--- config.mk ---
export PLATFORM = sky130hd
export DESIGN_NAME = boot_loader
export DESIGN_NICKNAME = d
export VERILOG_FILES = /design/src/rtl/boot_pkg.sv /design/src/rtl/boot_loader_csum.sv /design/src/rtl/boot_loader.sv
export SDC_FILE = /design/constraint.sdc
export NUM_CORES = 1
export LEC_CHECK = 0
export ABC_AREA = 1
export CAP_MARGIN = 20
export CORE_ASPECT_RATIO = 0.7
export CORE_MARGIN = 3
export CORE_UTILIZATION = 55
export DETAILED_ROUTE_END_ITERATION = 10
export GPL_TIMING_DRIVEN = 0
export PLACE_DENSITY = 0.91
export SYNTH_ARGS = -nofsm -noshare
export SYNTH_HDL_FRONTEND = slang
export SYNTH_SLANG_ARGS = --single-unit
--- constraint.sdc ---
create_clock -name clk -period 3.4 [get_ports clk]
set_clock_uncertainty 0.2 [all_clocks]
set_input_delay 0.68 -clock clk [delete_from_list [all_inputs] [get_ports clk]]
set_output_delay 0.68 -clock clk [all_outputs]
set_load 0.02 [all_outputs]
--- src/rtl/boot_pkg.sv ---
// Shared types and constants for the boot loader: FSM states, error codes and image limits.
package boot_pkg;

    typedef enum logic [3:0] {
        IDLE,
        HDR_REQ,
        HDR_CAP,
        REQ,
        CAP,
        WR,
        CS_REQ,
        CS_CAP,
        DONE,
        ERR
    } boot_state_t;

    localparam logic [1:0] ERR_NONE  = 2'b00;
    localparam logic [1:0] ERR_MAGIC = 2'b01;
    localparam logic [1:0] ERR_LEN   = 2'b10;
    localparam logic [1:0] ERR_CSUM  = 2'b11;

    localparam logic [15:0] MAGIC_DEFAULT = 16'hB007;
    localparam int          MAX_LEN       = 126;

    // Payload length must leave room for the checksum word inside the 128-word ROM.
    function automatic logic len_ok(input logic [6:0] n);
        return (n != 7'd0) && (int'(n) <= MAX_LEN);
    endfunction

endpackage

--- src/rtl/boot_loader_csum.sv ---
// 32-bit wrapping payload accumulator; sum_zero reports whether sum plus the checksum word is zero.
module boot_loader_csum #(
    parameter int DATA_W = 32
) (
    input  logic              clk,
    input  logic              reset,
    input  logic              clear,
    input  logic              add_en,
    input  logic [DATA_W-1:0] add_data,
    input  logic [DATA_W-1:0] chk_data,
    output logic              sum_zero
);

    logic [DATA_W-1:0] sum_reg;
    logic [DATA_W-1:0] total;

    always_ff @(posedge clk) begin
        if (!reset) begin
            sum_reg <= '0;
        end else if (clear) begin
            sum_reg <= '0;
        end else if (add_en) begin
            sum_reg <= sum_reg + add_data;
        end
    end

    assign total    = sum_reg + chk_data;
    assign sum_zero = (total == '0);

endmodule

--- src/rtl/boot_loader.sv ---
// Boot sequencer: validates the ROM image header and checksum, copies the payload to
// instruction memory, and releases the processor reset only after a clean copy.
module boot_loader
    import boot_pkg::*;
#(
    parameter int          ADDR_W     = 7,
    parameter int          DATA_W     = 32,
    parameter int          DST_AW     = 12,
    parameter logic [15:0] MAGIC      = MAGIC_DEFAULT,
    parameter bit          AUTO_START = 1'b1
) (
    input  logic              clk,
    input  logic              reset,
    input  logic              start,
    output logic              rom_en,
    output logic [ADDR_W-1:0] rom_addr,
    input  logic [DATA_W-1:0] rom_data,
    output logic              dst_valid,
    input  logic              dst_ready,
    output logic [DST_AW-1:0] dst_addr,
    output logic [DATA_W-1:0] dst_wdata,
    output logic              busy,
    output logic              done,
    output logic              err,
    output logic [1:0]        err_code,
    output logic              cpu_reset_n
);

    boot_state_t       state_reg, state_next;
    logic [6:0]        len_reg, len_next;
    logic [6:0]        count_reg, count_next;
    logic [1:0]        err_code_reg, err_code_next;
    logic [DST_AW-1:0] dst_addr_reg;
    logic [DATA_W-1:0] dst_wdata_reg;
    logic              start_load;
    logic              acc_add;
    logic              sum_zero;

    boot_loader_csum #(.DATA_W(DATA_W)) u_csum (
        .clk      (clk),
        .reset    (reset),
        .clear    (start_load),
        .add_en   (acc_add),
        .add_data (rom_data),
        .chk_data (rom_data),
        .sum_zero (sum_zero)
    );

    always_ff @(posedge clk) begin
        if (!reset) begin
            state_reg     <= IDLE;
            len_reg       <= '0;
            count_reg     <= '0;
            err_code_reg  <= ERR_NONE;
            dst_addr_reg  <= '0;
            dst_wdata_reg <= '0;
        end else begin
            state_reg    <= state_next;
            len_reg      <= len_next;
            count_reg    <= count_next;
            err_code_reg <= err_code_next;
            if (state_reg == CAP) begin
                dst_addr_reg  <= DST_AW'(count_reg);
                dst_wdata_reg <= rom_data;
            end
        end
    end

    always_comb begin
        state_next    = state_reg;
        len_next      = len_reg;
        count_next    = count_reg;
        err_code_next = err_code_reg;
        start_load    = 1'b0;
        acc_add       = 1'b0;
        rom_en        = 1'b0;
        rom_addr      = '0;
        dst_valid     = 1'b0;
        busy          = 1'b1;
        done          = 1'b0;
        err           = 1'b0;
        cpu_reset_n   = 1'b0;

        case (state_reg)
            IDLE: begin
                busy       = 1'b0;
                start_load = start | AUTO_START;
            end
            HDR_REQ: begin
                rom_en     = 1'b1;
                state_next = HDR_CAP;
            end
            HDR_CAP: begin
                if (rom_data[31:16] != MAGIC || rom_data[15:7] != 9'd0) begin
                    state_next    = ERR;
                    err_code_next = ERR_MAGIC;
                end else if (!len_ok(rom_data[6:0])) begin
                    state_next    = ERR;
                    err_code_next = ERR_LEN;
                end else begin
                    len_next   = rom_data[6:0];
                    state_next = REQ;
                end
            end
            REQ: begin
                rom_en     = 1'b1;
                rom_addr   = ADDR_W'(count_reg + 7'd1);
                state_next = CAP;
            end
            CAP: begin
                acc_add    = 1'b1;
                state_next = WR;
            end
            WR: begin
                dst_valid = 1'b1;
                if (dst_ready) begin
                    count_next = count_reg + 7'd1;
                    state_next = (count_reg + 7'd1 == len_reg) ? CS_REQ : REQ;
                end
            end
            CS_REQ: begin
                rom_en     = 1'b1;
                rom_addr   = ADDR_W'(len_reg + 7'd1);
                state_next = CS_CAP;
            end
            CS_CAP: begin
                if (sum_zero) begin
                    state_next = DONE;
                end else begin
                    state_next    = ERR;
                    err_code_next = ERR_CSUM;
                end
            end
            DONE: begin
                busy        = 1'b0;
                done        = 1'b1;
                cpu_reset_n = 1'b1;
                start_load  = start;
            end
            ERR: begin
                busy       = 1'b0;
                err        = 1'b1;
                start_load = start;
            end
            default: state_next = IDLE;
        endcase

        // A new load always restarts from a clean slate, whatever state it came from.
        if (start_load) begin
            state_next    = HDR_REQ;
            count_next    = '0;
            err_code_next = ERR_NONE;
        end
    end

    assign dst_addr  = dst_addr_reg;
    assign dst_wdata = dst_wdata_reg;
    assign err_code  = err_code_reg;

endmodule

After elaboration in Yosys (flattened, before gate mapping). Cells that the tools add are included.

Register bits after elaboration: 91. Output and inout bits: 59.

Add/subtract/negate cells: 3. $lt $le $gt $ge: 1. Equal/unequal tests: 16. Muxes and demuxes: 19. Bitwise operators: 3. Reduce and logical (&&, ||, !) cells: 16.

Operators with widths (count): $add A32 B32 Y32 (1); $logic_not A32 Y1 (1); $pmux W4 S8 (1); $eq A4 B3 Y1 const B (4); $ne A16 B16 Y1 const B (1); $add A7 B1 Y7 const B (2); $pmux W7 S2 (1); $mux W4 (3); $reduce_bool A9 Y1 (1); $eq A4 B2 Y1 const B (2); $eq A4 B4 Y1 const B (2); $mux W1 (8); $eq A7 B7 Y1 (1); $le A7 B7 Y1 const B (1); $reduce_bool A7 Y1 (1); $mux W2 (3); $ne A3 B3 Y1 const B (2); $reduce_and A2 Y1 (3); $reduce_and A3 Y1 (2); $reduce_or A3 Y1 (2); $eq A4 B1 Y1 const B (1); $logic_not A4 Y1 (1); $ne A2 B2 Y1 const B (2); $pmux W2 S2 (1); other kinds (8) (11).

Depth between registers and ports, before layout. Gate-level depths: netlist (run 1).

Word-level depth: 6. Depth in mapped cells: 20.

By module. A second synthesis (run 1) with hierarchy kept.

Cells, all modules: 1422. Area, all modules: 8274.2 sq um.

Modules (own cells, without submodules): boot_loader_csum (instances 1, cells each 1020, area each 5485.3 sq um); boot_loader (instances 1, cells each 402, area each 2788.9 sq um).

Worst setup path before layout (run 1). Ideal clock, no wire load.

Path type: input-to-reg. Start point: input port rom_data[0]. End point: register state_reg[0]. Data arrival time: 2442 ps. Slack: 639 ps. Stages: 16. Buffers on the path: 0. Cell sequence: ha_1 fa_1 nand2_1 nand3_1 and2_1 xor2_1 nor2_1 nand2_1 nor2_1 nand3_1 nor2_1 nand3_1 nand2_1 nand2_1 nand2_1 a21oi_2.

Word-level cells in the longest chain between the ends: 5.

Ends and longest elaborated chain: start, declared (line boot_loader.sv:17) `input logic [DATA_W-1:0] rom_data,`; $add A32 B32 Y32 (line boot_loader_csum.sv:27) `assign total = sum_reg + chk_data;`; $logic_not A32 Y1 (line boot_loader_csum.sv:28) `assign sum_zero = (total == '0);`; $mux W1 (line boot_loader.sv:127) `if (sum_zero) begin`; $pmux W4 S8 (line boot_loader.sv:84) `case (state_reg)`; $mux W1 (line boot_loader.sv:149) `if (start_load) begin`; end signal, assigned (line boot_loader.sv:58) `state_reg <= state_next;`; end, declared (line boot_loader.sv:29) `boot_state_t state_reg, state_next;`.

No other way between the ends. A chain may end at the register's enable or synchronous reset.

Final worst setup path (run 1).
Start point: register count_reg[0]. End point: output port rom_addr[5].

Word-level cells in the longest chain between the ends: 2.

Ends and longest elaborated chain: start, declared (line boot_loader.sv:31) `logic [6:0] count_reg, count_next;`; start signal, assigned (line boot_loader.sv:60) `count_reg <= count_next;`; $add A7 B1 Y7 (line boot_loader.sv:107) `rom_addr = ADDR_W'(count_reg + 7'd1);`; $pmux W7 S2 (line boot_loader.sv:84); end, declared (line boot_loader.sv:16) `output logic [ADDR_W-1:0] rom_addr,`.

No other way between the ends.

==> flow_metrics.tcl, run 1 <==
set metrics [dict create \
    finalCritPeriodShare_pct 95.7 \
    final_cells 1352 \
    area_delta_synth_final_pct 24.5 \
    core_mm2 0.0113 \
    vdd_drop_max_mv 0.270 \
    netlist_area_mm2 0.00646 \
    synth_ff_type "dfxtp_1" \
    p_sw_uw 645 \
    endpoint_kind "output port" \
    worst-r2r-cell-count 16 \
    r2r-end "state_reg[0]" \
    post_synth.cell_area_avg_um2 5.93 \
    start_kind "flip-flop" \
    drc 0 \
    htreeDepth 3 \
    drt-total-wl_um 21600 \
    ff_latch_area_mm2 0.00182 \
    min_to "u_csum.sum_reg[0]" \
    cts_buffers 9 \
    ys_seq_elements 91 \
    max_stage_delay_ns 0.66 \
    place_hpwl_um 16800 \
    synth-compound-area-share_pct 13.1 \
    min_path_cells 2 \
    grt_max_degree 16 \
    drt_iter0_markers 807 \
    cp_top_family "buffers and inverters" \
    switching_share_pct 27.4 \
    tns_ns 0 \
    yosysWarningCount 0 \
    final_max_slew_viol_count 0 \
    drive_gt1_share_pct 6.42 \
    start_util_pct 57.5 \
    slew-limit-headroom_pct 56.4 \
    yosysUniqueCellTypes 40 \
    p_comb_share_pct 12.4 \
    finalPower_mw 2.36 \
    p_leak_nw 4.14 \
    setup_viol 0 \
    seqPwrFrac_pct 45.4 \
    finalHoldViolCount 0 \
    post-route-util_pct 71.6 \
    yosysTopAreaCell "dfxtp_1" \
    synth_xor_area_share_pct 2.17 \
    synth_top_family_by_area "simple AND/OR/NAND/NOR gates" \
    grt_antenna_before_repair 0 \
    ys_top_cells_by_count "nand2_1 (303), inv_1 (187), nor2_1 (164)" \
    chipWidth_um 136 \
    vias_per_cell 5.52 \
    intPower_mw 1.71 \
    synth-simple-area-share_pct 36.5 \
    grt_pass1_wl_um 33400 \
    post-route-min-period_ns 3.25 \
    synth-adder-area-share_pct 6.70 \
    yosysSeqAreaShare_pct 28.2 \
    path_buf_inv 3 \
    path_max_fanout 6 \
    rows 32 \
    dp_cells 1336 \
    hold_path_class "flip-flop to flip-flop" \
    path_clk_slew_ns 0.07 \
    syn_inst 1090 \
    clockPowerShare_pct 42.2 \
    hold_ws_ns 0.279 \
    hold_start "u_csum.sum_reg[0]" \
    multiInputGateArea_mm2 0.00398 \
    worstPathCellList "clkbuf_2 -> nand4_1 -> nor2_1 -> xor2_1 -> inv_1 -> o32ai_1 -> clkdlybuf4s50_1" \
    clock_path_buffers 2 \
    fmax_ghz 0.307 \
    worstMarginPinSlew_ns 0.651 \
    reg2reg_from "u_csum.sum_reg[7]" \
    cp.arrival_ns 2.37 \
    gp_congestion 1.01 \
    grt.overflow.total 0 \
    vias 7466 \
    yosysMostFrequentCell "nand2_1" \
    reg2reg_slack_ns 0.69 \
    status "completed" \
    ios 95 \
    nets 1264 \
    synth_top_area_share_pct 28.2 \
    dr.pass1.iters 5 \
    insertion_delay_ns 0.35 \
    drv_cap 0 \
    cts_sinks 91 \
    crit_type "flip-flop to output port" \
    synth_mux_area_share_pct 0 \
    die_area_mm2 0.0131 \
    antenna_left 0 \
    synth_edf_count 0 \
    fillers 969 \
    grt_pass1_vias 6712 \
    tritoncts "built" \
    cpMaxStageDelayCell "clkdlybuf4s50_1" \
    synth.area.top_cells "dfxtp_1 (28%), nand2_1 (18%), inv_1 (11%)" \
    diodes 0 \
    power_density_mw_per_mm2 293 \
    post_drt_wl_per_cell_um 16.0 \
    grt_usage_pct 31.7 \
    synth_async_sr_flop_share_pct 0 \
    fp.dieH_um 96.7 \
    crit_required_ns 2.52 \
    clockRootBuffer "clkbuf_16" \
    io_buffers 89 \
]
-- what timing repair did --
action | 4_1_cts | 5_1_grt
resized for setup | 1 | 44
hold buffers | 0 | 0
endpoints found under the setup margin | 1 | 4
buffers inserted | 0 | 0
-- final cells by class --
cell class	instances	area share [%]
Clock buffer	11	3.14
Buffer	30	1.73
Sequential cell	91	22.6
Tap cell	153	2.38
Multi-Input combinational cell	781	49.5
Timing Repair Buffer	89	11.3
Inverter	192	8.95
Clock inverter	5	0.435
-- worst max-delay path by stage --
| stage | startpoint | end | slack [ns] | cells after the start |
|---|---|---|---|---|
| floorplan | rom_data[0] | state_reg[0] | 0.64 | 16 |
| global placement | rom_data[0] | state_reg[0] | -0.31 | 17 |
| detailed placement | rom_data[0] | state_reg[0] | -0.34 | 17 |
| CTS | rom_data[0] | state_reg[0] | 0.02 | 17 |
| global route | rom_data[20] | state_reg[0] | -0.02 | 18 |
| finish | count_reg[0] | rom_addr[5] | 0.15 | 7 |
-- stage by stage --
stage	setup WS, ns	cell area, um2
after detailed placement	-0.336	7560
after global routing	-0.0225	8050
after CTS	0.0153	7850
final	0.145	8050
after global placement	-0.305	7560
after floorplan	0.639	6480
-- layout by cell type, fill, tap and decap left out, drive strengths merged --
cell,instances
nand2,306
fa,1
nand3b,3
xnor2,5
a21boi,1
nor4b,1
dlymetal6s2s,7
xor2,11
clkinvlp,1
inv,194
clkbuf,33
and2,3
nand4,15
a22o,1
a31oi,2
o21ai,69
conb,5
nor3b,1
o32ai,1
o31ai,1
a21o,2
a21oi,59
clkinv,2
nor3,10
a41oi,1
o22ai,6
clkdlybuf4s50,82
ha,33
nand3,54
nor4,6
nor2,171
o211ai,13
buf,8
dfxtp,91
-- kinds of logic (layout without fill, tap and decap cells) --
kind of cell / after synthesis / in the layout
AND/OR/NAND/NOR: 570 / 570
flip-flops: 91 / 91
AO/OA/AOI/OAI: 156 / 156
XOR/XNOR: 16 / 16
adder cells (fa/ha/maj): 34 / 34
other: 1 / 5
buffers and inverters: 222 / 327
-- worst min-delay path, stage by stage (launching register included) --
cell     delay [ns]
dfxtp_1        0.31
nand2_1        0.07
a21oi_1        0.05
-- routing by layer --
layer | up-vias | track usage (%) | share of wire (%)
met3 | 38 | 9.88 | 13
met1 | 3363 | 47.5 | 45
met5 | - | 0 | 0
met2 | 445 | 43.4 | 40
met4 | 0 | 9.06 | 2.4
li1 | 3620 | - | -
-- power groups by stage --
stage | logic (mW) | registers [mW] | clock network (mW)
after detailed placement | 0.267 | 1.09 | 0
final | 0.292 | 1.07 | 0.995
after floorplan | 0.150 | 1.10 | 0
after global routing | 0.314 | 1.07 | 1.04
after global placement | 0.265 | 1.10 | 0
after CTS | 0.270 | 1.07 | 0.988
Note: power is estimated with default switching activity, not from simulation.
==> run 2: changes to the inputs <==
--- a/config.mk
+++ b/config.mk
@@ -8,7 +8,7 @@
 export ABC_AREA = 1
 export CAP_MARGIN = 20
 export CORE_ASPECT_RATIO = 0.7
-export CORE_MARGIN = 3
+export CORE_MARGIN = 2
 export CORE_UTILIZATION = 55
 export DETAILED_ROUTE_END_ITERATION = 10
 export GPL_TIMING_DRIVEN = 0
==> flow_metrics.tcl, run 2 (synthesized netlist as in run 1, its figures left out) <==
set metrics [dict create \
    grt_antenna_before_repair 0 \
    cp_top_family "simple AND/OR/NAND/NOR gates" \
    dr.pass1.iters 8 \
    fp.dieH_um 94.7 \
    seqPwrFrac_pct 46.1 \
    place_hpwl_um 16300 \
    fillers 1005 \
    area_delta_synth_final_pct 23.3 \
    hold_path_class "flip-flop to flip-flop" \
    finalCritPeriodShare_pct 95.5 \
    cpMaxStageDelayCell "clkdlybuf4s50_1" \
    gp_congestion 1.05 \
    slew-limit-headroom_pct 47.8 \
    drt_iter0_markers 1050 \
    rsz0062_at_grt "yes" \
    clockRootBuffer "clkbuf_16" \
    vias_per_cell 5.46 \
    p_sw_uw 635 \
    insertion_delay_ns 0.35 \
    p_leak_nw 4.12 \
    mostFrequentLayoutCell "nand2_1" \
    path_buf_inv 1 \
    design_area_mm2 0.00797 \
    max_stage_delay_ns 0.53 \
    htreeDepth 3 \
    clockPowerShare_pct 41.7 \
    antenna_left 0 \
    post_drt_wl_per_cell_um 15.5 \
    crit_type "primary input to flip-flop" \
    core_mm2 0.0116 \
    diodes 0 \
    setup_viol 0 \
    vdd_drop_max_mv 0.230 \
    ios 95 \
    post-route-min-period_ns 3.25 \
    vias 7403 \
    path_max_fanout 4 \
    start_kind "primary input" \
    worstMarginPinSlew_ns 0.777 \
    cts_sinks 91 \
    tritoncts "built" \
    chipWidth_um 134 \
    power_density_mw_per_mm2 291 \
    drc 0 \
    critPathMostFrequentCell "nand2_1" \
    switching_share_pct 27.4 \
    intPower_mw 1.69 \
    cts_buffers 9 \
    crit_required_ns 3.43 \
    grt_pass1_vias 6555 \
    rows 33 \
    grt_usage_pct 33.2 \
    drive_gt1_share_pct 5.09 \
    start_util_pct 55.7 \
    status "completed" \
    path_clk_slew_ns 0.06 \
    grt_pass1_wl_um 32700 \
    dpl_cell_area_mm2 0.00757 \
    p_comb_share_pct 12.2 \
    cp.arrival_ns 3.28 \
    drt-total-wl_um 20900 \
    nets 1264 \
    final_max_slew_viol_count 0 \
    io_buffers 89 \
    clock_path_buffers 2 \
    drv_cap 0 \
    finalHoldViolCount 0 \
    finalPower_mw 2.32 \
    endpoint_kind "flip-flop" \
    final_cell_mix "nand2_1 (303), inv_1 (187), nor2_1 (158), dfxtp_1 (91), clkdlybuf4s50_1 (82)" \
    die_area_mm2 0.0127 \
    worstPathCellList "clkdlybuf4s50_1 -> ha_2 -> nand2_2 -> nor2_1 -> nand2_1 -> nor2_1 -> nand2_1 -> nand4_1 -> nand2_1 -> nor2_1 -> nand2_1 -> nor2_1 -> nand3_1 -> nand2_1 -> nand2_1 -> nand2_1 -> a21oi_2" \
    grt.overflow.total 0 \
    grt_max_degree 16 \
    fmax_ghz 0.308 \
]
-- run 2: changes by cell type in the layout (fill, tap and decap cells not counted), moves of 3 or more --
cell,previous run,this run
ha_1,18,25
ha_2,8,2
nand2_1,299,303
nand2_2,7,3
nor2_2,9,12
-- run 2: layer usage --
metal  global-route usage, %  up-vias  routed length [um]  part of all wire [%]
met3                    8.05       56                2560                    12
met2                    48.0      455                8350                    40
met1                    48.1     3272                9490                    45
met4                    11.3        0                 539                   2.6
met5                       0        -                   0                     0
li1                        -     3620                   -                     -
-- run 2: final timing paths --
kind | from | end | slack [ns] | depth (start not counted)
worst max-delay path | rom_data[14] | state_reg[0] | 0.15 | 17
worst min-delay path | u_csum.sum_reg[2] | u_csum.sum_reg[2] | 0.27 | 2
worst max register to register | u_csum.sum_reg[0] | state_reg[0] | 0.57 | 16
worst min register to register | u_csum.sum_reg[2] | u_csum.sum_reg[2] | 0.27 | 2
-- run 2: cell type report --
cell class | count | area (um2) | share of cell area, %
Inverter | 192 | 721 | 9.04
Buffer | 30 | 139 | 1.74
Tap cell | 157 | 196 | 2.46
Clock inverter | 5 | 37.5 | 0.471
Multi-Input combinational cell | 781 | 3910 | 49.1
Sequential cell | 91 | 1820 | 22.9
Clock buffer | 10 | 239 | 3.00
Timing Repair Buffer | 89 | 905 | 11.4
-- run 2: worst reg2reg max path, cell delays in order (launching register included) --
cell and delay (ns):
dfxtp_1 0.33, ha_1 0.23, fa_2 0.39, nand2_1 0.09
nand3_1 0.08, nand3_1 0.09, nand2_2 0.09, xnor2_1 0.24
nand2_1 0.10, nor2_1 0.19, nand3_1 0.15, nor2_1 0.12
nand3_1 0.10, nand2_1 0.12, nand2_1 0.06, nand2_1 0.07
a21oi_2 0.05
-- run 2: timing repair --
| action | in CTS | in global routing |
|---|---|---|
| endpoints found under the hold margin | 0 | 0 |
| gates resized for setup | 2 | 25 |
| hold buffers | 0 | 0 |
| setup buffers | 0 | 0 |
| endpoints found under the setup margin | 3 | 5 |
-- run 2: power by group through the flow --
stage	combinational [mW]	sequential (mW)	clock [mW]
final	0.283	1.07	0.967
after global routing	0.305	1.07	1.01
after CTS	0.268	1.07	0.974
after detailed placement	0.266	1.10	0
after global placement	0.262	1.10	0
after floorplan	0.150	1.10	0
-- run 2: metrics by stage --
stage	util, %	setup TNS (ns)	cells	hold slack [ns]	setup slack [ns]
after floorplan	-	0	1094	0.245	0.639
after global placement	65.2	-0.696	1340	0.253	-0.286
after detailed placement	65.2	-0.882	1340	0.258	-0.353
after CTS	67.6	0	1355	0.268	0.0669
after global routing	68.7	-0.0000155	1355	0.319	-0.0000155
final	68.7	0	1355	0.272	0.152
